<file path="src/rtl/truth_table_sweep.sv">
// rtl/truth_table_sweep.sv - drives all 8 minterms into a 3-input stage and grades its response
module truth_table_sweep #(
  parameter int          SETTLE_CYCLES = 2,
  parameter logic [7:0]  EXPECTED      = 8'b0010_0100
) (
  input  logic       clk,
  input  logic       reset,
  input  logic       start,
  output logic       aa,
  output logic       bb,
  output logic       cc,
  input  logic       yy,
  output logic [2:0] mt,
  output logic       busy,
  output logic       done,
  output logic [7:0] table_out,
  output logic       pass,
  output logic [3:0] fail_count,
  output logic [2:0] first_fail
);

  typedef enum logic [1:0] {IDLE, SETTLE, SAMPLE, DONE} state_t;

  localparam logic [3:0] SETTLE_LAST = 4'(SETTLE_CYCLES - 1);

  state_t     state_q, state_d;
  logic [2:0] mt_q, mt_d;
  logic [3:0] cnt_q, cnt_d;
  logic       busy_q, busy_d;
  logic       done_q, done_d;
  logic [7:0] table_q, table_d;
  logic       pass_q, pass_d;
  logic [3:0] fc_q, fc_d;
  logic [2:0] ff_q, ff_d;

  always_comb begin
    state_d = state_q;
    mt_d    = mt_q;
    cnt_d   = cnt_q;
    busy_d  = 1'b0;
    done_d  = 1'b0;
    table_d = table_q;
    pass_d  = pass_q;
    fc_d    = fc_q;
    ff_d    = ff_q;
    case (state_q)
      IDLE: begin
        mt_d  = 3'd0;
        cnt_d = 4'd0;
        if (start) begin
          state_d = SETTLE;
          table_d = 8'd0;
          fc_d    = 4'd0;
          ff_d    = 3'd0;
          pass_d  = 1'b0;
          busy_d  = 1'b1;
        end
      end
      SETTLE: begin
        busy_d = 1'b1;
        cnt_d  = cnt_q + 4'd1;
        if (cnt_q == SETTLE_LAST) state_d = SAMPLE;
      end
      SAMPLE: begin
        table_d[mt_q] = yy;
        if (yy != EXPECTED[mt_q]) begin
          fc_d = fc_q + 4'd1;
          // Only the first mismatch of the sweep records its minterm.
          if (fc_q == 4'd0) ff_d = mt_q;
        end
        if (mt_q == 3'd7) begin
          mt_d    = 3'd0;
          state_d = DONE;
          done_d  = 1'b1;
          pass_d  = (table_d == EXPECTED);
        end else begin
          mt_d    = mt_q + 3'd1;
          cnt_d   = 4'd0;
          state_d = SETTLE;
          busy_d  = 1'b1;
        end
      end
      DONE: begin
        state_d = IDLE;
      end
      default: state_d = IDLE;
    endcase
  end

  always_ff @(posedge clk) begin
    if (reset) begin
      state_q <= IDLE;
      mt_q    <= 3'd0;
      cnt_q   <= 4'd0;
      busy_q  <= 1'b0;
      done_q  <= 1'b0;
      table_q <= 8'd0;
      pass_q  <= 1'b0;
      fc_q    <= 4'd0;
      ff_q    <= 3'd0;
    end else begin
      state_q <= state_d;
      mt_q    <= mt_d;
      cnt_q   <= cnt_d;
      busy_q  <= busy_d;
      done_q  <= done_d;
      table_q <= table_d;
      pass_q  <= pass_d;
      fc_q    <= fc_d;
      ff_q    <= ff_d;
    end
  end

  assign {aa, bb, cc} = mt_q;
  assign mt           = mt_q;
  assign busy         = busy_q;
  assign done         = done_q;
  assign table_out    = table_q;
  assign pass         = pass_q;
  assign fail_count   = fc_q;
  assign first_fail   = ff_q;

endmodule

</file>
<file path="config.mk">
export PLATFORM = sky130hd
export DESIGN_NAME = truth_table_sweep
export DESIGN_NICKNAME = d
export VERILOG_FILES = /design/src/rtl/truth_table_sweep.sv
export SDC_FILE = /design/constraint.sdc
export NUM_CORES = 1
export LEC_CHECK = 0
export ABC_AREA = 1
export CAP_MARGIN = 15
export CORE_AREA = 2 2 57 59
export DETAILED_ROUTE_END_ITERATION = 8
export DIE_AREA = 0 0 59 61
export MAX_ROUTING_LAYER = met4
export PLACE_DENSITY = 0.8
export SLEW_MARGIN = 20
export SYNTH_ARGS = -nofsm -noshare
export SYNTH_HDL_FRONTEND = slang
export SYNTH_SLANG_ARGS = --single-unit
export TNS_END_PERCENT = 20
</file>
<file path="constraint.sdc">
create_clock -name clk -period 1.7 [get_ports clk]
set_input_delay 0.17 -clock clk [delete_from_list [all_inputs] [get_ports clk]]
set_output_delay 0.17 -clock clk [all_outputs]
set_load 0.02 [all_outputs]
</file>
==> impl_table.tex <==
\begin{tabular}{lr}
\hline
Metric & Value \\
\hline
\multicolumn{2}{l}{\textbf{Outcome}} \\
\quad Run status & finished, final reports clean \\
\multicolumn{2}{l}{\textbf{Global route}} \\
\quad Overall global routing resource usage & 0.187 \\
\quad Global-route wire length before repair & just under 5 mm \\
\quad Number of antenna violations at the first check in global routing & 0 \\
\quad Pin count of the biggest net entering global routing & 22 \\
\quad Vias in the first global route & around 1.2k \\
\quad Overflow left after global routing & 0 \\
\multicolumn{2}{l}{\textbf{Critical path}} \\
\quad Cell count of the worst reg-to-reg path & 6 \\
\quad Nature of the critical path endpoint & output port \\
\quad Capture point of the critical path & aa \\
\quad Data arrival time of the critical path & 1390 ps \\
\quad Number of cells on the critical path & 1 \\
\quad Worst flop-to-flop path startpoint & mt[1] \\
\quad CP top delay family & buffers and inverters \\
\quad Critical path startpoint category & flip-flop \\
\quad Critical path buffers and inverters & 1 \\
\quad Worst endpoint required time & 1530 ps \\
\quad End of the worst register-to-register path & cnt\_q[2] \\
\quad Maximum net fanout on the critical path & 4 \\
\quad Slowest stage delay, CP & 630 ps \\
\quad Crit Path Class & reg -> out \\
\quad CP startpoint & mt[2] \\
\quad Internal reg-to-reg setup slack & approximately 220 ps \\
\quad Cell-by-cell trace of the critical path & clkdlybuf4s50\_1 \\
\quad Slowest stage cell, crit path & sky130\_fd\_sc\_hd\_\_clkdlybuf4s50\_1 \\
\multicolumn{2}{l}{\textbf{Clock network}} \\
\quad Clock latency at the later pin of the worst-skew pair & $\sim$330 ps \\
\quad H-tree depth & 1 \\
\quad TritonCTS buffer count & 3 \\
\quad Hold buffer count at CTS & 0 \\
\quad Buffer count from post-CTS setup fixing & 0 \\
\quad Clock Tree Root & sky130\_fd\_sc\_hd\_\_clkbuf\_4 \\
\quad \# clock sinks & 28 \\
\quad Clock tree from TritonCTS & yes \\
\quad Clock Tree Buf Depth & 2 \\
\quad Quantity of gates resized following cts & 1 \\
\quad Clk pin slew, worst setup/hold paths & roughly 150 ps \\
\multicolumn{2}{l}{\textbf{STA}} \\
\quad Worst-Margin Slew & a little over 300 ps \\
\quad Shortest period the worst path allows & around 1600 ps \\
\quad Remaining max-slew budget at the tightest pin & 0.793 \\
\quad Final hold violation count & 0 \\
\quad Final slew viol count & 0 \\
\quad Skew final & 4.70 ps \\
\quad F\_max & around 0.64 GHz \\
\quad Post-Route Setup TNS & 0 ps \\
\quad Final worst path period share & 0.919 \\
\quad Final setup viols & 0 \\
\quad Unrepaired setup endpoints after global routing & false \\
\multicolumn{2}{l}{\textbf{Route}} \\
\quad Number of remaining DRC errors & 0 \\
\quad Violation count after the first detailed-routing iteration & 20 \\
\quad First drt pass iteration count & 4 \\
\quad Routed WL & about 3.1 mm \\
\quad Routed vias & about 1.4k \\
\quad Routed via count divided by cell count & 5.09 \\
\quad Number of nets with antenna violations after detailed routing & 0 \\
\quad Routed wire length per instance & approximately 12 um \\
\multicolumn{2}{l}{\textbf{Power}} \\
\quad Total power density per cell area & 698 nW/um2 \\
\quad Power, Total & around 0.0012 W \\
\quad Peak VDD IR & about 0.4 mV \\
\quad Static Leak & $\sim$0.76 nW \\
\multicolumn{2}{l}{\textbf{Final layout}} \\
\quad Layout cells sized above 1 & 0.107 \\
\quad Final-stage net count & between 200 and 250 \\
\quad ANT cells & 0 \\
\quad Area growth from synthesis to layout & 23.4\% \\
\multicolumn{2}{l}{\textbf{Worst hold path}} \\
\quad Hold Path Depth & 2 \\
\quad Class of the most critical hold timing path & reg -> reg \\
\multicolumn{2}{l}{\textbf{Synthesis}} \\
\quad Top-count cell post-synth & sky130\_fd\_sc\_hd\_\_nand2\_1 \\
\quad Sequential fraction of the synthesis area & 0.387 \\
\quad Post-synth cell types & 29 \\
\quad Post-synthesis instance total & slightly above 200 \\
\quad Fraction of post-synthesis cell area in the top cell type by area & 0.387 \\
\quad Average cell area after synthesis & 7.03 um2 \\
\quad Synth area leader & sky130\_fd\_sc\_hd\_\_dfxtp\_1 \\
\quad Async set-reset flop share out of synthesis & 0 \\
\quad Post-Synthesis Cell Area & 1450 um2 \\
\quad Dominant cells by area after synthesis & sky130\_fd\_sc\_hd\_\_dfxtp\_1 39\%, sky130\_fd\_sc\_hd\_\_nand2\_1 13\%, sky130\_fd\_sc\_hd\_\_a21oi\_1 6.6\% \\
\quad Yosys synthesis warning count & 0 \\
\quad Post-Synthesis Net Count & around 220 \\
\quad Number of synthesized register bits & 28 \\
\quad Top cells by count, synth & 51 x sky130\_fd\_sc\_hd\_\_nand2\_1, 28 x sky130\_fd\_sc\_hd\_\_dfxtp\_1, 20 x sky130\_fd\_sc\_hd\_\_inv\_1 \\
\quad EDFF count, synth & 0 \\
\quad Primary FF master, synth & sky130\_fd\_sc\_hd\_\_dfxtp\_1 \\
\multicolumn{2}{l}{\textbf{Floorplan}} \\
\quad Die Span Y & roughly 61 um \\
\quad Placeable core area & around 3000 um2 \\
\quad \# rows & 20 \\
\quad Die area & around 3600 um2 \\
\quad Ports & 28 \\
\quad Starting Density & 0.490 \\
\quad Width of the die & between 50 and 60 um \\
\multicolumn{2}{l}{\textbf{Placed design}} \\
\quad Routability Congestion & between 0.8 and 0.9 \\
\quad Detailed placer's ending HPWL & 2.30 mm \\
\quad Number of buffers added on ports & 27 \\
\multicolumn{2}{l}{\textbf{Run}} \\
\quad Number of violations of the max-capacitance limit & 0 \\
\hline
\end{tabular}
==> through the flow <==
stage          area (um2)  setup slack [ps]  hold slack, ps   util  cells
2_1_floorplan        1450               316             237      -    206
3_3_place_gp         1740               141             454  0.590    263
3_5_place_dp         1740               118             461  0.590    263
4_1_cts              1780              16.2             480  0.602    267
5_1_grt              1790              82.4             508  0.605    267
6_report             1790               138             477  0.605    267
==> cell families (layout without fill, tap and decap cells) <==
family,count (synthesis),in the layout,share of synthesized area
simple gates,99,99,0.296
buf+inv,36,64,0.113
fa+ha+maj,6,6,0.0519
compound gates,37,37,0.152
flops,28,28,0.387
==> worst min path at each step <==
| stage | from | end |
|---|---|---|
| after floorplan | reset | mt[0] |
| after global placement | first_fail[2] | first_fail[2] |
| after detailed placement | first_fail[0] | first_fail[0] |
| after CTS | first_fail[0] | first_fail[0] |
| after global routing | first_fail[2] | first_fail[2] |
| final | first_fail[2] | first_fail[2] |
==> flip-flops by register name (all words and copies together) (netlist names), named ones only <==
register    count
busy            1
cnt_q           4
done            1
fail_count      4
first_fail      3
mt              3
pass            1
state_q         2
table_out       8
==> placed cells by master (no fill, tap or decap), drive strengths merged, types with 4 or more instances in the layout <==
master and n:
buf 5, clkdlybuf4s50 22, ha 6, nor3 4
o21ai 12, a21oi 20, dfxtp 28, clkbuf 4
nand2 53, nor2 21, nand3 19, dlymetal6s2s 4
inv 26
==> metal layers <==
metal / up-vias / part of all wire / track usage
li1: 721 / - / -
met4: 0 / 0.014 / 0.0682
met2: 19 / 0.50 / 0.321
met1: 613 / 0.47 / 0.228
met3: 6 / 0.022 / 0.0192
met5: - / 0 / -
==> area by class of cell <==
| class | instances | area (um2) |
|---|---|---|
| clock buffers | 4 | 36.3 |
| fillers | 288 | 1170 |
| inverters | 28 | 109 |
| multi-input cells | 142 | 723 |
| flip-flops and latches | 28 | 561 |
| well taps | 33 | 41.3 |
| repair buffers | 32 | 317 |
==> where the power goes <==
group / switching [W] / leakage, nW / internal (W) / total [W]
registers: 0.0000220 / 0.227 / 0.000676 / 0.000698
clock network: 0.000197 / 0.0210 / 0.000131 / 0.000328
logic: 0.000142 / 0.513 / 0.0000787 / 0.000220
Note: power is estimated with default switching activity, not from simulation.
